==> src/rtl/mac7879_s36.sv <==
// mac7879_s36: multiply-accumulate engine. It sums TERMS signed 13x13 products
// per run and hands a 36-bit signed total to the downstream mod-7879 reducer.
// Pipeline: accept beat -> product register -> accumulator. OutValid pulses
// in the same cycle that the final sum first appears on Out.
module mac7879_s36 #(
    parameter int TERMS = 761
) (
    input  logic               clk,
    input  logic               Reset,
    input  logic               Start,
    input  logic               InValid,
    input  logic signed [12:0] InA,
    input  logic signed [12:0] InB,
    output logic               InReady,
    output logic signed [35:0] Out,
    output logic               OutValid,
    output logic               Busy
);

    localparam int CW = (TERMS > 1) ? $clog2(TERMS) : 1;
    localparam logic [CW-1:0] LAST_BEAT = CW'(TERMS - 1);

    typedef enum logic [1:0] {
        IDLE  = 2'd0,
        RUN   = 2'd1,
        DRAIN = 2'd2
    } state_t;

    state_t               state;
    logic [CW-1:0]        count;
    logic                 first_term;
    logic signed [25:0]   product;
    logic                 prod_valid;
    logic                 prod_last;
    logic signed [35:0]   acc;
    logic                 accept;

    assign accept = InValid && InReady;
    assign Out    = acc;

    // Run sequencing: IDLE waits for Start, RUN counts accepted beats, DRAIN lets the last product land.
    always_ff @(posedge clk or posedge Reset) begin
        if (Reset) begin
            state   <= IDLE;
            count   <= '0;
            InReady <= 1'b0;
            Busy    <= 1'b0;
        end else begin
            case (state)
                IDLE: begin
                    if (Start) begin
                        state   <= RUN;
                        count   <= '0;
                        InReady <= 1'b1;
                        Busy    <= 1'b1;
                    end
                end
                RUN: begin
                    if (accept) begin
                        count <= count + CW'(1);
                        if (count == LAST_BEAT) begin
                            state   <= DRAIN;
                            InReady <= 1'b0;
                        end
                    end
                end
                DRAIN: begin
                    state <= IDLE;
                    Busy  <= 1'b0;
                end
                default: begin
                    state   <= IDLE;
                    InReady <= 1'b0;
                    Busy    <= 1'b0;
                end
            endcase
        end
    end

    // Product stage: capture the full-width product of each accepted beat and tag the final one.
    always_ff @(posedge clk or posedge Reset) begin
        if (Reset) begin
            product    <= '0;
            prod_valid <= 1'b0;
            prod_last  <= 1'b0;
        end else begin
            prod_valid <= accept;
            prod_last  <= accept && (count == LAST_BEAT);
            if (accept) begin
                product <= 26'(InA) * 26'(InB);
            end
        end
    end

    // Accumulate stage: the first product of a run replaces the old total, later ones add to it.
    always_ff @(posedge clk or posedge Reset) begin
        if (Reset) begin
            acc        <= '0;
            first_term <= 1'b0;
            OutValid   <= 1'b0;
        end else begin
            OutValid <= prod_valid && prod_last;
            if (prod_valid) begin
                if (first_term) begin
                    acc        <= 36'(product);
                    first_term <= 1'b0;
                end else begin
                    acc <= acc + 36'(product);
                end
            end
            if (state == IDLE && Start) begin
                first_term <= 1'b1;
            end
        end
    end

endmodule

==> config.mk <==
export PLATFORM = sky130hd
export DESIGN_NAME = mac7879_s36
export DESIGN_NICKNAME = d
export VERILOG_FILES = /design/src/rtl/mac7879_s36.sv
export SDC_FILE = /design/constraint.sdc
export NUM_CORES = 1
export LEC_CHECK = 0
export ABC_AREA = 1
export CAP_MARGIN = 20
export CORE_MARGIN = 4
export CORE_UTILIZATION = 52
export DETAILED_ROUTE_END_ITERATION = 10
export DONT_BUFFER_PORTS = 1
export PLACE_DENSITY = 0.72
export SLEW_MARGIN = 20
export SYNTH_ARGS = -nofsm -noshare
export SYNTH_HDL_FRONTEND = slang
export SYNTH_SLANG_ARGS = --single-unit
==> constraint.sdc <==
create_clock -name clk -period 3.4 [get_ports clk]
set_clock_uncertainty 0.2 [all_clocks]
set_input_delay 0.85 -clock clk [delete_from_list [all_inputs] [get_ports clk]]
set_output_delay 0.85 -clock clk [all_outputs]
set_load 0.02 [all_outputs]
# After elaboration in Yosys (flattened, before gate mapping)
# Index checks and enable logic that the tools add are counted.
# word_totals
ff_bits	80
wordCells	47
# classes
n_addsub	2
mul	1
n_eq_ne	6
muxes	15
n_bitwise	2
reduce_logical	11
# ops
operator	n
adder 36 x 26 -> 36 bit	1
2-to-1 mux 36 bit	1
multiplier 13 x 13 -> 26 bit	1
2-to-1 mux 10 bit	2
one-hot mux 10 bit (2 select lines)	1
adder 10 x 1 -> 10 bit (second input constant)	1
equality test 10 bit (second input constant)	1
2-to-1 mux 2 bit	3
inequality test 2 bit (second input constant)	3
AND reduction 3 bit	2
2-to-1 mux 1 bit	5
logical AND 1 bit	4
one-hot mux 2 bit (2 select lines)	1
AND reduction 4 bit	1
nonzero test 2 bit	2
one-hot mux 1 bit (3 select lines)	1
equality test 2 x 1 -> 1 bit (second input constant)	1
equality test 2 bit (second input constant)	1
zero test 2 bit	1
NOT 1 bit	2
one-hot mux 1 bit (2 select lines)	1
AND reduction 2 bit	1

# Longest topological paths before layout
# Gate-level depths: netlist of the first run.
# depth
word_depth	4
ltp_mapped	24

# Worst setup path after synthesis of the first run
# OpenSTA, ideal clock, no wires.
# synth_path
path_type	in2reg
start	input port InA[12]
end	register product[24]
arrival_time_ns	5.600
required_time_ns	3.067
setup_slack_ns	-2.532
path_stages	22
n_path_buf	1
path_cell_list	clkbuf_1 nand2_1 fa_1 inv_1 fa_1 inv_1 fa_1 inv_1 fa_1 inv_1 fa_1 inv_1 ha_1 ha_1 inv_1 nor3_1 and2_1 nand4_1 nand3_1 nand2_1 nand3_1 o21ai_0
# synth_via
elab_chain_len	1
# synth_lines
element	line_no	source
start, declared	12	input logic signed [12:0] InA,
multiplier 13 x 13 -> 26 bit	90	product <= 26'(InA) * 26'(InB);
end signal, assigned	90	
end, declared	32	logic signed [25:0] product;
# No other way between the ends.
# A chain may end at the register's enable or synchronous reset.

# Worst setup path in the final report of the first run
# layout_path
start	input port InB[12]
end	register product[21]
# layout_via
elab_chain_len	1
# layout_lines
element	line_no	source
start, declared	13	input logic signed [12:0] InB,
multiplier 13 x 13 -> 26 bit	90	
# No other way between the ends.

==> results of run 1 <==
[synth_stat cells, types with 2 or more instances]
library cell	count	share of area (%)
sky130_fd_sc_hd__nand2_1	470	14
sky130_fd_sc_hd__inv_1	362	11
sky130_fd_sc_hd__fa_1	163	26
sky130_fd_sc_hd__nor2_1	122	3.6
sky130_fd_sc_hd__ha_1	104	10
sky130_fd_sc_hd__a21oi_1	93	3.7
sky130_fd_sc_hd__dfrtp_1	80	16
sky130_fd_sc_hd__nand3_1	67	2.7
sky130_fd_sc_hd__o21ai_0	61	2.4
sky130_fd_sc_hd__clkbuf_1	38	1.1
sky130_fd_sc_hd__nand4_1	14	0.69
sky130_fd_sc_hd__nor2_2	13	0.64
sky130_fd_sc_hd__nor3_1	13	0.52
sky130_fd_sc_hd__xor2_1	13	0.90
sky130_fd_sc_hd__nand3b_1	10	0.59
sky130_fd_sc_hd__xnor2_1	9	0.62
sky130_fd_sc_hd__o21bai_1	8	0.48
sky130_fd_sc_hd__or2_2	8	0.40
sky130_fd_sc_hd__o211ai_1	7	0.42
sky130_fd_sc_hd__a31oi_1	6	0.30
sky130_fd_sc_hd__buf_2	6	0.24
sky130_fd_sc_hd__inv_2	6	0.18
sky130_fd_sc_hd__nand2_2	6	0.30
sky130_fd_sc_hd__nand3_2	6	0.48
sky130_fd_sc_hd__or2_1	6	0.30
sky130_fd_sc_hd__nor4_1	5	0.25
sky130_fd_sc_hd__o21ai_1	5	0.20
sky130_fd_sc_hd__a21o_1	4	0.24
sky130_fd_sc_hd__o31ai_1	4	0.24
sky130_fd_sc_hd__a21oi_2	3	0.21
sky130_fd_sc_hd__a21boi_1	2	0.12
sky130_fd_sc_hd__and3_1	2	0.099
sky130_fd_sc_hd__o211ai_2	2	0.20
sky130_fd_sc_hd__o21a_1	2	0.12
[cells by family after synthesis]
family                   count (synthesis)
buffers and inverters                  414
adder cells (fa/ha/maj)                267
AND/OR/NAND/NOR                        749
flip-flops                              80
XOR/XNOR                                22
AO/OA/AOI/OAI                          200
[layout make-up]
class	count	area, um^2	share of cell area (%)
inverters	368	1396	9.431
repair buffers	92	764.5	5.164
clock buffers	10	229.0	1.547
clock inverters	6	67.56	0.4564
multi-input cells	1238	9947	67.19
well taps	319	399.1	2.696
flip-flops and latches	80	2002	13.52
[per-stage QoR]
stage	TNS, ps	worst slack [ps]	cell area, um^2	hold slack (ps)
floorplan	-37750	-2127	13360	212.6
global placement	-42040	-2376	13970	224.9
detailed placement	-43160	-2488	13970	245.8
CTS	-33860	-1963	14590	263.4
global route	-37240	-2174	14810	287.7
finish	-33960	-2017	14810	254.9
[layer usage]
layer  GRT usage, %  vias to the layer above
li1               -                     5399
met3          4.166                       60
met4          6.557                        0
met1          36.78                     5357
met5         0.1894                        -
met2          44.36                      325
[critical path, stage by stage]
cell and delay, ps:
sky130_fd_sc_hd__clkinvlp_4 90, sky130_fd_sc_hd__or2_4 260, sky130_fd_sc_hd__fa_1 450, sky130_fd_sc_hd__fa_1 490
sky130_fd_sc_hd__inv_1 50, sky130_fd_sc_hd__fa_1 490, sky130_fd_sc_hd__fa_1 430, sky130_fd_sc_hd__fa_1 510
sky130_fd_sc_hd__fa_2 610, sky130_fd_sc_hd__ha_4 230, sky130_fd_sc_hd__a21oi_4 180, sky130_fd_sc_hd__buf_6 120
sky130_fd_sc_hd__o21ai_4 70, sky130_fd_sc_hd__a21oi_4 180, sky130_fd_sc_hd__o21ai_2 70, sky130_fd_sc_hd__or2_0 200
sky130_fd_sc_hd__nand3_1 70, sky130_fd_sc_hd__o21ai_1 80
[what timing repair did]
action / in CTS / in global routing
resized for setup: 57 / 61
pin swaps: 51 / 53
hold endpoints to repair: 0 / 0
setup buffers: 13 / 7
setup endpoints to repair: 21 / 22
[flip-flops by register name, summed over array words and instances (netlist names)]
register	cells
Out	36
product	26
prod_last	1
count	10
first_term	1
prod_valid	1
InReady	1
Busy	1
state	2
OutValid	1
[path summary, 6_finish.rpt]
kind	endpoint	slack [ps]	cells after the start
min reg2reg	OutValid	250	2
min in group asynchronous	count[9]	270	1
min	OutValid	250	2
max in group asynchronous	Out[1]	2080	2
max	product[21]	-2020	18
max reg2reg	Out[32]	490	15
==> impl_metrics.sql, run 1 <==
INSERT INTO impl_metrics (metric_group, metric, value, unit) VALUES
('status', 'status', 'finished, violations left', ''),
('status', 'violations', 'negative setup slack', ''),
('sta', 'final-hold-violation-count', '0', ''),
('routing', 'dr_total_vias', '11140', ''),
('routing', 'topRoutingLayerUsed', 'met4', ''),
('clocking', 'clock_sinks', '80', ''),
('routing', 'met2_wire_len', '16160', 'um'),
('layout', 'antennaDiodeCount', '0', ''),
('sta', 'fin_ws', '-2017', 'ps'),
('floorplanning', 'dieWidth', '163.8', 'um'),
('global_route', 'first_global_vias', '11670', ''),
('sta', 'max_freq', '184.6', 'MHz'),
('floorplanning', 'core_area', '23680', 'um^2'),
('routing', 'wirelength_met1', '14800', 'um'),
('placement', 'portBuffers', '0', ''),
('yosys', 'post_synth_and_or_nand_nor_area_fraction', '25.12', '%'),
('yosys', 'synth-xor-area-share', '1.527', '%'),
('yosys', 'syn-instance-count', '1732', ''),
('critical_path', 'worstSetupPathType', 'in -> reg', ''),
('sta', 'worst_slew_pin_slew', '1019', 'ps'),
('yosys', 'yosys_most_used_dff', 'sky130_fd_sc_hd__dfrtp_1', ''),
('critical_path', 'cp_data_required_time', '3400', 'ps'),
('floorplanning', 'std_cell_rows', '56', ''),
('layout', 'final_common_cell', 'sky130_fd_sc_hd__nand2_1', ''),
('routing', 'drt_wl_total', '34020', 'um'),
('sta', 'slew_headroom', '31.98', '%'),
('placement', 'place.detailed.instances', '2083', ''),
('clocking', 'tritoncts.num_buffers', '9', ''),
('layout', 'final_net_count', '2086', ''),
('yosys', 'synthArstFlopShare', '100.0', '%'),
('yosys', 'synth_cell_types', '46', ''),
('floorplanning', 'fp.dieArea', '26830', 'um^2'),
('yosys', 'muxShareOfSynthArea', '0', '%'),
('layout', 'nFillCells', '2136', ''),
('yosys', 'synthesis.area', '12620', 'um^2'),
('clocking', 'insertion_delay', '350', 'ps'),
('sta', 'report.final.setup_viol', '21', ''),
('worst_hold_path', 'min_from', 'prod_last', ''),
('placement', 'finalWeightedCongestion', '1.011', ''),
('layout', 'area_growth', '17.30', '%'),
('clocking', 'cts_tree', 'yes', ''),
('yosys', 'synth_area_per_cell', '7.288', 'um^2'),
('critical_path', 'worst_r2r_startpoint', 'Out[0]', ''),
('sta', 'max_slew_violation_count', '0', ''),
('layout', 'final_util', '62.52', '%'),
('yosys', 'synth_compound_gate_area_share', '8.872', '%'),
('yosys', 'synth.ff_latch_count', '80', ''),
('yosys', 'synth_top_family_by_area', 'adder cells', ''),
('yosys', 'synth-edff-count', '0', ''),
('floorplanning', 'initial_core_util', '53.30', '%'),
('critical_path', 'critical_path_arrival', '5410', 'ps'),
('clocking', 'cts.reportedPaths.clkPinSlew', '60', 'ps'),
('flow_run', 'drv_cap', '0', ''),
('floorplanning', 'io_pins', '69', ''),
('worst_hold_path', 'timing.hold.worst.class', 'reg -> reg', ''),
('global_route', 'grt_max_degree', '43', ''),
('critical_path', 'worstSetupStartpoint', 'InB[12]', ''),
('routing', 'viasPerCell', '5.273', ''),
('sta', 'grt_setup_unrepaired', 'yes', ''),
('sta', 'final_worst_path_period_share', '159.3', '%'),
('routing', 'met3_wirelength', '2251', 'um'),
('yosys', 'synth.yosys.warnings', '0', ''),
('global_route', 'grt_first_pass_wirelength', '57590', 'um'),
('yosys', 'synthAdderAreaFrac', '36.16', '%'),
('global_route', 'antenna_violations_before_repair', '0', ''),
('global_route', 'gr-usage-all-layers', '26.66', '%'),
('layout', 'drive_gt1_share', '17.28', '%'),
('clocking', 'clk_root_buffer_cell', 'sky130_fd_sc_hd__clkbuf_16', ''),
('routing', 'drt_first_iter_violations', '876', ''),
('clocking', 'cts_h_tree_lvls', '3', ''),
('floorplanning', 'fp.dieH', '163.8', 'um');
Power of run 1 is not shown: default switching activity piles up to over one toggle a cycle in this logic, so the estimate is an artifact.
==> run 2: changes to the inputs <==
--- a/config.mk
+++ b/config.mk
@@ -5,7 +5,6 @@
 export SDC_FILE = /design/constraint.sdc
 export NUM_CORES = 1
 export LEC_CHECK = 0
-export ABC_AREA = 1
 export CAP_MARGIN = 20
 export CORE_MARGIN = 4
 export CORE_UTILIZATION = 52
==> constraint.sdc (replaced) <==
create_clock -name clk -period 6.6 [get_ports clk]
set_clock_uncertainty 0.2 [all_clocks]
set_input_delay 1.65 -clock clk [delete_from_list [all_inputs] [get_ports clk]]
set_output_delay 1.65 -clock clk [all_outputs]
set_load 0.02 [all_outputs]
==> run 2 against run 1 <==
Against the previous run: cell count down 26%; the flow now finishes without violations; final area down 17%; flip-flop and latch count unchanged; synthesized cell count down 25%; die area down 8.4%; sequential share of layout area up 2.7 points; count of clock-buffer cells in the layout unchanged; critical path depth down 1; routed wire length down 29%; utilization down 5.9 points; synthesized area down 8.8%; global-route usage down 6.0 points.
==> impl_metrics.sql, run 2 <==
INSERT INTO impl_metrics (metric_group, metric, value, unit) VALUES
('critical_path', 'setup.worst_path.start_class', 'input port', ''),
('clocking', 'cts-root-to-sink-buffers', '2', ''),
('layout', 'antennaDiodeCount', '0', ''),
('floorplanning', 'fp.dieArea', '24580', 'um^2'),
('sta', 'finalCriticalPeriod', '6308', 'ps'),
('global_route', 'grt_remaining_overflow', '0', ''),
('yosys', 'top_cells_by_area_in_the_synthesized_netlist', 'sky130_fd_sc_hd__fa_1 (28%), sky130_fd_sc_hd__dfrtp_1 (17%), sky130_fd_sc_hd__ha_1 (11%)', ''),
('yosys', 'yosys_most_used_dff', 'sky130_fd_sc_hd__dfrtp_1', ''),
('sta', 'worst_slew_pin_slew', '714.1', 'ps'),
('yosys', 'seq_area_frac_synth', '17.40', '%'),
('clocking', 'cts.reportedPaths.clkPinSlew', '60', 'ps'),
('critical_path', 'critical_path_arrival', '6380', 'ps'),
('global_route', 'grt_first_pass_wirelength', '42050', 'um'),
('sta', 'grt_setup_unrepaired', 'no', ''),
('critical_path', 'category_of_the_worst_setup_path_capture_point', 'flip-flop', ''),
('yosys', 'synth_most_common_cell', 'sky130_fd_sc_hd__inv_1', ''),
('yosys', 'synthArstFlopShare', '100.0', '%'),
('global_route', 'first_global_vias', '8814', ''),
('global_route', 'antenna_violations_before_repair', '0', ''),
('layout', 'largest_register_ffs', '36', ''),
('flow_run', 'drv_cap', '0', ''),
('routing', 'route.antenna.remaining_nets', '0', ''),
('yosys', 'synthesis.area', '11510', 'um^2'),
('routing', 'wl_per_cell', '15.48', 'um'),
('placement', 'hpwlAfterDp', '19930', 'um'),
('sta', 'final_worst_path_period_share', '95.58', '%'),
('sta', 'max_slew_violation_count', '0', ''),
('yosys', 'mappedNetlistNets', '1588', ''),
('critical_path', 'cp_data_required_time', '6680', 'ps'),
('yosys', 'synth.ff_latch_count', '80', ''),
('placement', 'finalWeightedCongestion', '0.8769', ''),
('floorplanning', 'io_pins', '69', ''),
('floorplanning', 'dieWidth', '156.8', 'um'),
('routing', 'viasPerCell', '5.459', ''),
('layout', 'drive_gt1_share', '8.133', '%'),
('yosys', 'synth.yosys.warnings', '0', ''),
('routing', 'drt_wl_total', '24320', 'um'),
('critical_path', 'worstSetupPathType', 'in -> reg', ''),
('status', 'status', 'finished clean', ''),
('yosys', 'synth_common_cells', 'sky130_fd_sc_hd__inv_1 (203), sky130_fd_sc_hd__nand2_1 (172), sky130_fd_sc_hd__fa_1 (163), sky130_fd_sc_hd__ha_1 (104), sky130_fd_sc_hd__dfrtp_1 (80)', ''),
('yosys', 'synth_largest_area_cell', 'sky130_fd_sc_hd__fa_1', ''),
('sta', 'report.final.setup_viol', '0', ''),
('global_route', 'gr-usage-all-layers', '20.66', '%'),
('clocking', 'cts_h_tree_lvls', '3', ''),
('clocking', 'postCtsHoldBufs', '0', ''),
('layout', 'final_common_cell', 'sky130_fd_sc_hd__inv_1', ''),
('routing', 'dr_total_vias', '8576', ''),
('placement', 'portBuffers', '0', ''),
('sta', 'slew_headroom', '52.39', '%'),
('sta', 'final-hold-violation-count', '0', ''),
('sta', 'max_freq', '158.5', 'MHz'),
('yosys', 'syn-instance-count', '1291', ''),
('floorplanning', 'fp.dieH', '156.8', 'um'),
('global_route', 'grt_max_degree', '72', ''),
('critical_path', 'timing.critical_path.fanout_max', '13', ''),
('clocking', 'clk_root_buffer_cell', 'sky130_fd_sc_hd__clkbuf_16', ''),
('floorplanning', 'initial_core_util', '52.73', '%'),
('yosys', 'synth_top_area_share', '28.35', '%'),
('layout', 'final_net_count', '1584', ''),
('routing', 'post-route-drc-count', '0', ''),
('clocking', 'insertion_delay', '340', 'ps'),
('layout', 'mostFrequentLayoutCells', 'sky130_fd_sc_hd__inv_1 (201), sky130_fd_sc_hd__nand2_1 (171), sky130_fd_sc_hd__fa_1 (160), sky130_fd_sc_hd__ha_1 (98), sky130_fd_sc_hd__dfrtp_1 (79)', ''),
('clocking', 'cts_tree', 'yes', ''),
('floorplanning', 'std_cell_rows', '54', ''),
('clocking', 'tritoncts.num_buffers', '9', ''),
('yosys', 'synth_area_per_cell', '8.914', 'um^2'),
('layout', 'area_growth', '7.339', '%'),
('floorplanning', 'core_area', '21820', 'um^2'),
('routing', 'drt_first_iter_violations', '514', ''),
('routing', 'drtPass1Iterations', '5', ''),
('worst_hold_path', 'timing.hold.worst.class', 'reg -> reg', ''),
('sta', 'hold_ws', '257.5', 'ps'),
('clocking', 'clock_sinks', '80', ''),
('yosys', 'synth-edff-count', '0', ''),
('yosys', 'synth_cell_types', '71', '');
[run 2: changes by cell type after synthesis, moves of 15 or more]
cell                      change
sky130_fd_sc_hd__a21oi_1     -17
sky130_fd_sc_hd__and2_1      +70
sky130_fd_sc_hd__inv_1      -159
sky130_fd_sc_hd__nand2_1    -298
sky130_fd_sc_hd__nand3_1     -46
sky130_fd_sc_hd__nor2_1      -57
sky130_fd_sc_hd__nor2b_1     +15
sky130_fd_sc_hd__xnor2_1     +18
sky130_fd_sc_hd__xor2_1      +17
[run 2: worst max-delay path, stage by stage]
cell                       delay (ps)
sky130_fd_sc_hd__and2_1           150
sky130_fd_sc_hd__fa_1             530
sky130_fd_sc_hd__inv_1             60
sky130_fd_sc_hd__fa_1             540
sky130_fd_sc_hd__inv_1             50
sky130_fd_sc_hd__fa_1             510
sky130_fd_sc_hd__fa_1             440
sky130_fd_sc_hd__fa_1             500
sky130_fd_sc_hd__fa_1             530
sky130_fd_sc_hd__ha_4             300
sky130_fd_sc_hd__and3_1           170
sky130_fd_sc_hd__nand3_2           80
sky130_fd_sc_hd__a31o_4           250
sky130_fd_sc_hd__o21bai_4         150
sky130_fd_sc_hd__nor2_1            70
sky130_fd_sc_hd__nor4b_1          260
sky130_fd_sc_hd__a211o_1          140
[run 2: final cells by class]
cell class	count	area, um^2
well taps	280	350.3
clock inverters	5	35.03
flip-flops and latches	80	2003
repair buffers	34	255.2
multi-input cells	959	8717
fillers	1960	9470
inverters	203	763.2
clock buffers	10	229.0
[run 2: final timing paths]
check                      slack (ps)           to      start  cells after the start
setup / recovery                  290  product[23]     InA[5]                     17
hold / removal                    260     OutValid  prod_last                      1
setup reg to reg                 3210      Out[33]    Out[21]                     10
hold reg to reg                   260     OutValid  prod_last                      1
max in group asynchronous        4150   prod_valid      Reset                      2
min in group asynchronous         990     OutValid      Reset                      1
[run 2: what timing repair did]
item	in CTS	in global routing
endpoints found under the setup margin	0	1
setup buffers	0	0
gates resized for setup	0	1
[run 2: cells by family after synthesis]
| group | after synthesis | share of synthesized area [%] |
|---|---|---|
| compound gates | 229 | 12.96 |
| xor+xnor | 57 | 4.338 |
| fa+ha+maj | 267 | 39.66 |
| buf+inv | 252 | 8.306 |
| flops | 80 | 17.40 |
| mux | 8 | 0.7501 |
| simple gates | 398 | 16.59 |
[run 2: through the flow]
stage	instance area [um^2]	setup slack (ps)	util, %	TNS, ps	cells
2_1_floorplan	11710	5.524	-	0	1291
3_3_place_gp	12080	-21.83	55.37	-21.83	1556
3_5_place_dp	12080	-79.92	55.37	-248.4	1556
4_1_cts	12350	274.4	56.58	0	1571
5_1_grt	12350	52.76	56.60	0	1571
6_report	12350	291.6	56.60	0	1571
[run 2: per-layer routing]
metal  routed length [um]  vias to the layer above  GRT usage, %
met1                11880                     4189         30.78
li1                     -                     4152             -
met2                10790                      207         32.26
met4                  310                        0         4.215
met3                 1342                       28         3.180
met5                    0                        -             0
Power of run 2 is left out for the same reason.
